[config.mk]
export PLATFORM = sky130hd
export DESIGN_NAME = board_input_reader
export DESIGN_NICKNAME = d
export VERILOG_FILES = /design/src/rtl/io_map_pkg.sv /design/src/rtl/input_debouncer.sv /design/src/rtl/board_input_reader.sv
export SDC_FILE = /design/constraint.sdc
export NUM_CORES = 1
export LEC_CHECK = 0
export CORE_MARGIN = 1.5
export CORE_UTILIZATION = 49
export CTS_BUF_LIST = sky130_fd_sc_hd__clkbuf_16
export CTS_CLUSTER_DIAMETER = 40
export CTS_CLUSTER_SIZE = 12
export DETAILED_ROUTE_END_ITERATION = 10
export PLACE_DENSITY = 0.8
export SYNTH_ARGS = -nofsm -noshare
export SYNTH_HDL_FRONTEND = slang
export SYNTH_HIERARCHICAL = 1
export SYNTH_SLANG_ARGS = --single-unit
[constraint.sdc]
create_clock -name clk -period 2.9 [get_ports clk]
set_clock_uncertainty 0.05 [all_clocks]
set_input_delay 0.435 -clock clk [delete_from_list [all_inputs] [get_ports clk]]
set_output_delay 0.435 -clock clk [all_outputs]
set_load 0.05 [all_outputs]
[src/rtl/io_map_pkg.sv]
// Register map and shared types for the board input reader.
// Offsets are relative to a 16-byte aligned window.
package io_map_pkg;

  localparam logic [31:0] BASE_ADDR_DEF = 32'hFFFF_0000;

  localparam logic [3:0] REG_SW   = 4'h0;
  localparam logic [3:0] REG_BTN  = 4'h4;
  localparam logic [3:0] REG_EVT  = 4'h8;
  localparam logic [3:0] REG_STAT = 4'hC;

  typedef enum logic [1:0] {
    SEL_SW,
    SEL_BTN,
    SEL_EVT,
    SEL_STAT
  } reg_sel_t;

  function automatic reg_sel_t reg_sel(
    input logic [3:0] off
  );
    reg_sel_t s;
    case (off & 4'hC)
      REG_SW:   s = SEL_SW;
      REG_BTN:  s = SEL_BTN;
      REG_EVT:  s = SEL_EVT;
      REG_STAT: s = SEL_STAT;
      default:  s = SEL_SW;
    endcase
    return s;
  endfunction

endpackage

[src/rtl/input_debouncer.sv]
// One-bit synchroniser plus 3-sample debouncer.
// Samples are taken only on the shared tick.
module input_debouncer (
  input  logic clk,
  input  logic reset,
  input  logic raw,
  input  logic tick,
  output logic db,
  output logic rise
);

  logic       s1;
  logic       s2;
  logic [2:0] hist;
  logic [2:0] hist_nx;
  logic       agree;

  assign hist_nx = {hist[1:0], s2};
  assign agree = (hist_nx == 3'b111) ||
                 (hist_nx == 3'b000);
  // rise lines up with the edge where db goes high
  assign rise = tick && (hist_nx == 3'b111) && !db;

  always_ff @(posedge clk or negedge reset) begin
    if (!reset) begin
      s1   <= 1'b0;
      s2   <= 1'b0;
      hist <= 3'b000;
      db   <= 1'b0;
    end else begin
      s1 <= raw;
      s2 <= s1;
      if (tick) begin
        hist <= hist_nx;
        if (agree) db <= hist_nx[0];
      end
    end
  end

endmodule

[src/rtl/board_input_reader.sv]
// Debounced switches/buttons as read-only registers,
// with sticky clear-on-read press events and an irq.
module board_input_reader
  import io_map_pkg::*;
#(
  parameter int          NUM_SW          = 16,
  parameter int          NUM_BTN         = 5,
  parameter int          DEBOUNCE_CYCLES = 250000,
  parameter logic [31:0] BASE_ADDR       = BASE_ADDR_DEF
) (
  input  logic               clk,
  input  logic               reset,
  input  logic [NUM_SW-1:0]  sw,
  input  logic [NUM_BTN-1:0] btn,
  input  logic [31:0]        bus_addr,
  input  logic               bus_rd_en,
  output logic [31:0]        bus_rd_data,
  output logic               bus_rd_valid,
  output logic               irq
);

  localparam int CW = $clog2(DEBOUNCE_CYCLES);
  localparam logic [CW-1:0] LAST =
    CW'(DEBOUNCE_CYCLES - 1);

  logic [CW-1:0]      cnt;
  logic               tick;
  logic               tick_seen;
  logic [NUM_SW-1:0]  sw_db;
  logic [NUM_SW-1:0]  sw_rise_unused;
  logic [NUM_BTN-1:0] btn_db;
  logic [NUM_BTN-1:0] btn_rise;
  logic [NUM_BTN-1:0] evt;
  logic [NUM_BTN-1:0] evt_nx;
  logic               in_win;
  logic               clr;
  reg_sel_t           sel;
  logic [31:0]        rd_val;

  assign tick = (cnt == LAST);

  always_ff @(posedge clk or negedge reset) begin
    if (!reset) cnt <= '0;
    else        cnt <= tick ? '0 : cnt + CW'(1);
  end

  for (genvar i = 0; i < NUM_SW; i++) begin : g_sw
    input_debouncer u_db (
      .clk   (clk),
      .reset (reset),
      .raw   (sw[i]),
      .tick  (tick),
      .db    (sw_db[i]),
      .rise  (sw_rise_unused[i])
    );
  end

  for (genvar i = 0; i < NUM_BTN; i++) begin : g_btn
    input_debouncer u_db (
      .clk   (clk),
      .reset (reset),
      .raw   (btn[i]),
      .tick  (tick),
      .db    (btn_db[i]),
      .rise  (btn_rise[i])
    );
  end

  assign in_win = bus_rd_en &&
    (bus_addr[31:4] == BASE_ADDR[31:4]);
  assign sel = reg_sel(bus_addr[3:0]);
  assign clr = in_win && (sel == SEL_EVT);
  // a press at the clearing edge survives the clear
  assign evt_nx = (clr ? '0 : evt) | btn_rise;

  always_comb begin
    rd_val = '0;
    unique case (sel)
      SEL_SW:   rd_val[NUM_SW-1:0]  = sw_db;
      SEL_BTN:  rd_val[NUM_BTN-1:0] = btn_db;
      SEL_EVT:  rd_val[NUM_BTN-1:0] = evt;
      SEL_STAT: rd_val[1:0] = {irq, tick_seen};
    endcase
  end

  always_ff @(posedge clk or negedge reset) begin
    if (!reset) begin
      evt          <= '0;
      irq          <= 1'b0;
      tick_seen    <= 1'b0;
      bus_rd_valid <= 1'b0;
      bus_rd_data  <= '0;
    end else begin
      evt          <= evt_nx;
      irq          <= |evt_nx;
      tick_seen    <= tick_seen | tick;
      bus_rd_valid <= in_win;
      if (in_win) bus_rd_data <= rd_val;
    end
  end

endmodule
==> metrics.cfg, run 1 <==
[outcome]
status = completed

[timing]
setup-violations-final = 0
fin_crit_ns = 2.396
fmax_mhz = 417.3
post-route-period-util_pct = 82.62
worst_slew_pin_slew_ns = 0.5586
setup-tns-final_ns = 0
report.final.slew_viol_count = 0
finalHoldViolations = 0
max_slew_margin_pct = 62.76
rsz0062_at_grt = false
holdWs_ns = 0.2952
fin_ws_ns = 0.5039

[placed_design]
dp_worst_setup_slack_ns = 0.5262
dpl.cell_count = 681
portBuffers = 71
placed_area_um2 = 7051
gp_congestion = 0.7480
dp.final_hpwl_um = 7029

[layout]
drive_gt1_share_pct = 22.53
mostFrequentLayoutCells = 147 x dfrtp_1, 70 x clkdlybuf4s50_1, 47 x mux2_2, 32 x nor2_1, 23 x nor3_1
mostFrequentLayoutCell = dfrtp_1
fin_cells = 714
syn_to_final_growth_pct = 24.09
postLayoutCoreUtil_pct = 62.69
layout.nets = 590
stdcell_area_um2 = 7592
diodes = 0

[floorplan]
fp.dieH_um = 114.7
start_util_pct = 50.52
die_area_um2 = 13170
pin_count = 90
die_w_um = 114.7
rows = 40
coreArea_um2 = 12110

[clock_network]
cts_resized = 0
post-cts-setup-buffers = 0
cts_tree = done
hold_buffers = 1
cts_buffers = 17
clock_latency_ns = 0.41
cts.sinks = 147
ctsRootBufferMaster = clkbuf_16
clkTransAtPathRegs_ns = 0.06
h-tree-depth = 4
clock_path_buffers = 2

[detailed_routing]
antenna_left = 0
drc = 0
vias = 3714
wirelength_um = 10750
drtPass1Iterations = 5
wl_per_cell_um = 15.06
routed_via_density = 5.202
drtIter0Drc = 146

[grt]
grt_overflow = 0
grt_max_degree = 66
grt_util_all_layers_pct = 17.74
antenna_found_initial = 0
grt_pass1_wl_um = 18140
grt_pass1_vias = 3846

[worst_setup_path]
crit_fanout = 24
worstPathArrival_ns = 2.70
critical_path_required_ns = 3.20
endpoint_kind = flip-flop
crit_type = reg2reg
critPathLaunchType = flip-flop

[power_and_ir_drop]
power.leakage_nw = 3.439
p_total_mw = 4.255
power_density_nw_per_um2 = 560.5
peakVddDrop_uv = 441.9

[yosys]
synth_area_per_cell_um2 = 13.94
syn_area_um2 = 6118
synth_cells = 439
yosysWarnings = 6

[worst_hold_path]
hp-class = reg2reg

[job]
drv_cap = 0

==> registers in the layout (all words and copies together) (netlist names) <==
| name | flops |
|---|---|
| g_sw.u_db/s2 | 16 |
| g_sw.u_db/hist | 32 |
| g_sw.u_db/db | 16 |
| g_btn.u_db/s1 | 5 |
| cnt | 18 |
| bus_rd_data | 16 |
| tick_seen | 1 |
| g_btn.u_db/s2 | 5 |
| irq | 1 |
| g_btn.u_db/db | 5 |
| g_sw.u_db/s1 | 16 |
| g_btn.u_db/hist | 10 |
| bus_rd_valid | 1 |
| evt | 5 |
==> critical path: stages (launching register included) <==
cell and delay, ns:
dfrtp_1 0.42, nor4b_1 0.37, nand2_1 0.15, nor4_2 0.32, buf_4 0.38, nand3_1 0.14, nor3b_2 0.24, or4_1 0.16
a211o_1 0.11
==> area by class of cell <==
cell class                      count  area (µm²)
Multi-Input combinational cell    272        2305
Clock buffer                       17       425.4
Inverter                           14       52.55
Clock inverter                     15       106.4
Sequential cell                   147        3679
Tap cell                          168       210.2
Fill cell                         874        4519
Timing Repair Buffer               81       814.5
==> path summary, 6_finish.rpt <==
check	slack, ns	to	start	depth (start not counted)
worst min-delay path	0.30	g_btn[4].u_db/s2$_DFF_PN0_	g_btn[4].u_db/s1$_DFF_PN0_	0
worst min register to register	0.30	g_btn[4].u_db/s2$_DFF_PN0_	g_btn[4].u_db/s1$_DFF_PN0_	0
worst max register to register	0.50	irq$_DFF_PN0_	cnt[10]$_DFF_PN0_	8
max in group asynchronous	1.56	g_btn[3].u_db/hist[1]$_DFFE_PN0P_	reset	3
min in group asynchronous	0.51	g_sw[15].u_db/db$_DFFE_PN0P_	reset	2
worst max-delay path	0.50	irq$_DFF_PN0_	cnt[10]$_DFF_PN0_	8
==> per-layer routing <==
layer	share of wire [%]	vias up	wire length, µm	GRT usage [%]
li1	-	1740	-	-
met5	0	-	0	0
met1	43	1889	4653	22.19
met3	3.4	13	364	5.799
met2	52	72	5625	29.82
met4	1.0	0	112	5.103
==> report_power, final <==
part / internal (mW) / total, mW / leakage (nW) / switching [mW]
logic: 0.0765 / 0.183 / 1.30 / 0.107
clock network: 1.10 / 1.97 / 0.256 / 0.868
registers: 2.08 / 2.11 / 1.89 / 0.0252
Note: power is estimated with default switching activity, not from simulation.
==> run 2: changes to the inputs <==
clock period = 2.15 ns   (was 2.9 ns; I/O delays follow)
==> run 2 against run 1 <==
Against the previous run: hold slack worse by 0.0080 ns; register-to-register slack worse by 0.39 ns; routed wire length up 3.6%; sequential power up 35%; global-route usage up 0.78 points; sequential cell count unchanged; core utilization up 2.1 points; critical path type unchanged; largest cell class unchanged.
==> metrics.cfg, run 2 (synthesized netlist as in run 1, its figures left out) <==
[layout]
diodes = 0
mostFrequentLayoutCell = dfrtp_1
largest_reg_flops = 32
stdcell_area_um2 = 7853
mostFrequentLayoutCells = 147 x dfrtp_1, 70 x clkdlybuf4s50_1, 47 x mux2_2, 32 x nor2_1, 23 x nor3_1
drive_gt1_share_pct = 26.11
syn_to_final_growth_pct = 28.34
top_regs = g_sw.u_db/hist (32), cnt (18)
fin_cells = 731
layout.nets = 608
largest-register = g_sw.u_db/hist

[worst_setup_path]
r2r_start = cnt[7]$_DFF_PN0_
worstPathArrival_ns = 2.29
r2r_cells = 8
critPathLaunchType = flip-flop
reg2reg_slack_ns = 0.11
crit_start = cnt[7]$_DFF_PN0_
crit_fanout = 14
endpoint_kind = flip-flop
crit_type = reg2reg
critical_path_required_ns = 2.40
reg2reg_to = irq$_DFF_PN0_

[power_and_ir_drop]
switching_share_pct = 21.91
p_total_mw = 5.901
power.leakage_nw = 3.586
switching_power_mw = 1.293
pwr-share-seq_pct = 48.1
p_int_mw = 4.608
clkPwrFrac_pct = 47.6
power_density_nw_per_um2 = 751.5
comb_power_share_pct = 4.3
peakVddDrop_uv = 874.3

[grt]
grt_util_all_layers_pct = 18.52
grt_overflow = 0
antenna_found_initial = 0
grt_pass1_vias = 3926
grt_max_degree = 49
grt_pass1_wl_um = 18620

[timing]
fin_ws_ns = 0.1132
setup-violations-final = 0
rsz0062_at_grt = false
finalHoldViolations = 0
max_slew_margin_pct = 64.99
holdWs_ns = 0.2872
report.final.slew_viol_count = 0
worst_slew_pin_slew_ns = 0.5236
fmax_mhz = 491.0
post-route-period-util_pct = 94.73
fin_crit_ns = 2.037

[clock_network]
clock_path_buffers = 2
clock_latency_ns = 0.42
cts_buffers = 17
ctsRootBufferMaster = clkbuf_16
h-tree-depth = 4
cts_tree = done
clkTransAtPathRegs_ns = 0.06
cts.sinks = 147

[placed_design]
dp.final_hpwl_um = 7636
dpl.cell_count = 696
placed_area_um2 = 7248
dp_worst_setup_slack_ns = -0.1471
gp_congestion = 0.7947
portBuffers = 71

[detailed_routing]
drtIter0Drc = 173
wirelength_um = 11140
vias = 3751
drc = 0
drtPass1Iterations = 4
antenna_left = 0
wl_per_cell_um = 15.24
routed_via_density = 5.131

[worst_hold_path]
whs_endpoint = g_sw[9].u_db/s1$_DFF_PN0_
hp-class = in2reg
hold_depth = 1
hp-start = sw[9]

[floorplan]
start_util_pct = 50.52
die_w_um = 114.7
pin_count = 90
fp.dieH_um = 114.7
coreArea_um2 = 12110
die_area_um2 = 13170
rows = 40

[outcome]
status = completed

[job]
drv_cap = 0

run 2: changes by cell type in the layout (fill, tap and decap cells not counted), sizes merged:
| cell | previous run | this run |
|---|---|---|
| inv | 20 | 17 |
| bufinv | 0 | 2 |
| buf | 10 | 28 |
| clkinv | 6 | 8 |
| clkinvlp | 3 | 1 |
run 2: worst max-delay path, stage by stage (launching register included):
cell and delay [ns]:
dfrtp_1 0.42, nor4b_2 0.18, nand2_1 0.12, nor4_4 0.06, buf_6 0.17, nand3_2 0.07, nor3b_2 0.05, or4_1 0.54
a211o_1 0.25
run 2: repair_timing:
action / CTS / global route
pin swaps: 0 / 2
setup buffers: 0 / 3
setup endpoints to repair: 20 / 58
endpoints found under the hold margin: 31 / 0
gates resized for setup: 0 / 2
hold buffers: 1 / 0
run 2: final cells by class:
cell class	count	area, µm²
Fill cell	879	4259
Timing Repair Buffer	99	982.2
Multi-Input combinational cell	272	2365
Sequential cell	147	3679
Tap cell	168	210.2
Clock buffer	17	425.4
Inverter	14	52.55
Clock inverter	14	138.9
run 2: worst max path at each step:
| stage | to | slack, ns |
|---|---|---|
| 2_1_floorplan | irq$_DFF_PN0_ | 0.006 |
| 3_3_place_gp | bus_rd_data[7]$_DFFE_PN0P_ | -0.05 |
| 3_5_place_dp | bus_rd_data[11]$_DFFE_PN0P_ | -0.15 |
| 4_1_cts | g_sw[13].u_db/hist[0]$_DFFE_PN0P_ | -0.03 |
| 5_1_grt | irq$_DFF_PN0_ | 0.01 |
| 6_report | irq$_DFF_PN0_ | 0.11 |
run 2: power by group through the flow:
stage                     Combinational (mW)  Sequential [mW]  Clock [mW]
after floorplan                        0.107             2.88           0
after global placement                 0.252             2.89           0
after detailed placement               0.255             2.89           0
after CTS                              0.258             2.84        2.87
after global routing                   0.276             2.84        3.01
final                                  0.252             2.84        2.81
run 2: metrics by stage:
step / utilization (%) / TNS [ns]
global placement: 59.85 / -0.5318
detailed placement: 59.85 / -1.696
global route: 64.83 / 0
finish: 64.83 / 0
floorplan: - / 0
CTS: 64.59 / -0.3173
run 2: layer usage:
metal	global-route usage, %	vias up	wire (µm)
met5	0	-	0
met4	6.914	0	172
met3	6.484	15	563
met2	31.26	78	5619
met1	22.08	1882	4787
li1	-	1776	-
==> run 3: changes to the inputs <==
SKIP_CTS_REPAIR_TIMING = 1   (was not set)
SYNTH_HIERARCHICAL = not set   (was 1)
==> run 3 against run 2 <==
Against the previous run: the flow now finishes with violations (setup timing); clock power is 6% higher; final cell count grew 4.4%; total power increased by 2.6%; register-to-register slack worse by 0.27 ns; die area is 0.79% lower; combinational power decreased by 2%; setup slack lost 0.27 ns; first-iteration DRC count is 53% higher; critical path depth down 4; largest cell class unchanged.
==> metrics.cfg, run 3 <==
[yosys]
ys_seq_area_share_pct = 60.62
yosysWarnings = 0
ys_types = 39
synth_area_per_cell_um2 = 12.62
synthArstFlopShare_pct = 100.0
netlist_top_cells_count = 147 x dfrtp_1, 47 x mux2_2, 43 x nand2_1
synth-edff-count = 0
syn_area_um2 = 6068
ys.flop_type = dfrtp_1
synth.top_cell.area_share_pct = 60.62
synth.most_common_cell = dfrtp_1
ys_seq_elements = 147
synthTopCellsByArea = dfrtp_1 61%, mux2_2 8.7%, mux2i_1 5.9%, o41ai_1 3.2%, nand2_1 2.7%
synth_top_area_cell = dfrtp_1
synth_cells = 481

[grt]
grt_pass1_vias = 4235
grt_util_all_layers_pct = 20.45
antenna_found_initial = 0
grt_overflow = 0
grt_pass1_wl_um = 20420
grt_max_degree = 55

[floorplan]
pin_count = 90
die_area_um2 = 13060
start_util_pct = 50.31
rows = 40
die_w_um = 114.3
fp.dieH_um = 114.3
coreArea_um2 = 12060

[layout]
mostFrequentLayoutCells = 147 x dfrtp_1, 70 x clkdlybuf4s50_1, 46 x mux2_2, 43 x nand2_1, 36 x mux2i_1
fillers = 826
largest-register = g_sw.u_db.hist
syn_to_final_growth_pct = 32.41
top_regs = g_sw.u_db.hist (32), cnt (18)
mostFrequentLayoutCell = dfrtp_1
largest_reg_flops = 32
diodes = 0
fin_cells = 763
layout.nets = 641
drive_gt1_share_pct = 24.20

[outcome]
violations = setup timing
status = finished with violations

[clock_network]
cts_tree = done
clkTransAtPathRegs_ns = 0.06
h-tree-depth = 4
clock_path_buffers = 2
clock_latency_ns = 0.42
cts.sinks = 147
cts_buffers = 17
ctsRootBufferMaster = clkbuf_16

[placed_design]
portBuffers = 71
gp_congestion = 0.8451
dp.final_hpwl_um = 7862
dpl.cell_count = 722

[timing]
fmax_mhz = 433.6
fin_crit_ns = 2.306
post-route-period-util_pct = 107.3
max_slew_margin_pct = 64.25
rsz0062_at_grt = true
setup-violations-final = 47
setup-tns-final_ns = -5.115
worst_slew_pin_slew_ns = 0.5345
report.final.slew_viol_count = 0
finalHoldViolations = 0
fin_ws_ns = -0.1564

[power_and_ir_drop]
clkPwrFrac_pct = 49.1
comb_power_share_pct = 4.1
switching_power_mw = 1.234
switching_share_pct = 20.38
power_density_nw_per_um2 = 753.5
power.leakage_nw = 3.733
peakVddDrop_uv = 573.6
p_int_mw = 4.821
pwr-share-seq_pct = 46.9

[detailed_routing]
drtIter0Drc = 265
antenna_left = 0
vias = 4212
drc = 0
routed_via_density = 5.520
wl_per_cell_um = 17.89
wirelength_um = 13650
drtPass1Iterations = 4

[worst_setup_path]
endpoint_kind = flip-flop
critPathLaunchType = flip-flop
crit_family = simple AND/OR/NAND/NOR gates
slowest_stage = or4_4
critical_path_required_ns = 2.40
r2r_cells = 4
worstPathArrival_ns = 2.56
path_cells = or4_4 > or4_4 > or4_4 > a31o_1
critPathBufInv = 0
cpPeakStageDelay_ns = 0.56
crit_fanout = 3
crit_type = reg2reg
path_common_cell = or4_4
cp.depth = 4

[worst_hold_path]
hold_depth = 1
hp-class = in2reg

[job]
drv_cap = 0

## run 3: path summary, 6_finish.rpt
path,endpoint,from,slack [ns]
worst min-delay path,g_sw[11].u_db.s1$_DFF_PN0_,sw[11],0.29
min in group asynchronous,cnt[0]$_DFF_PN0_,reset,0.35
worst min register to register,g_btn[0].u_db.s2$_DFF_PN0_,g_btn[0].u_db.s1$_DFF_PN0_,0.29
worst max-delay path,cnt[17]$_DFF_PN0_,cnt[11]$_DFF_PN0_,-0.16
max in group asynchronous,g_sw[6].u_db.s1$_DFF_PN0_,reset,1.09
worst max register to register,cnt[17]$_DFF_PN0_,cnt[11]$_DFF_PN0_,-0.16
## run 3: final cells by class
class                      instances  area [µm²]  area share [%]
clock inverter                    13       168.9           2.102
tap                              168       210.2           2.616
timing repair buffer             106        1091           13.58
sequential                       147        3679           45.78
inverter                          12       45.04          0.5606
multi-input combinational        300        2416           30.07
clock buffer                      17       425.4           5.294
## run 3: stage by stage
stage	hold slack (ns)	area (µm²)	util, %	worst slack, ns	total power [mW]
floorplan	-0.02309	6160	-	-0.1726	2.973
global placement	0.2117	7059	58.53	-0.1421	3.119
detailed placement	0.2205	7059	58.53	-0.2133	3.128
CTS	-0.2198	7654	63.45	-0.2681	6.093
global route	0.2786	8035	66.62	-0.1790	6.239
finish	0.2884	8035	66.62	-0.1564	6.055
## run 3: layer usage
metal	global-route usage, %	up-vias	part of all wire, %
met3	4.923	31	4.1
met5	0	-	0
met1	26.04	2151	41
met4	9.667	0	2.9
li1	-	1907	-
met2	33.25	123	52
## run 3: cell families after synthesis
group / share of synthesized area [%]
compound gates: 4.618
mux: 15.40
flops: 60.62
buf+inv: 4.557
simple gates: 12.66
xor+xnor: 1.876
other cells: 0.06180
fa+ha+maj: 0.2062
## run 3: power by group through the flow
stage | clock (mW) | sequential [mW] | combinational [mW]
global placement | 0 | 2.88 | 0.242
CTS | 3.01 | 2.83 | 0.249
detailed placement | 0 | 2.88 | 0.248
global route | 3.13 | 2.84 | 0.268
floorplan | 0 | 2.87 | 0.100
finish | 2.97 | 2.84 | 0.246
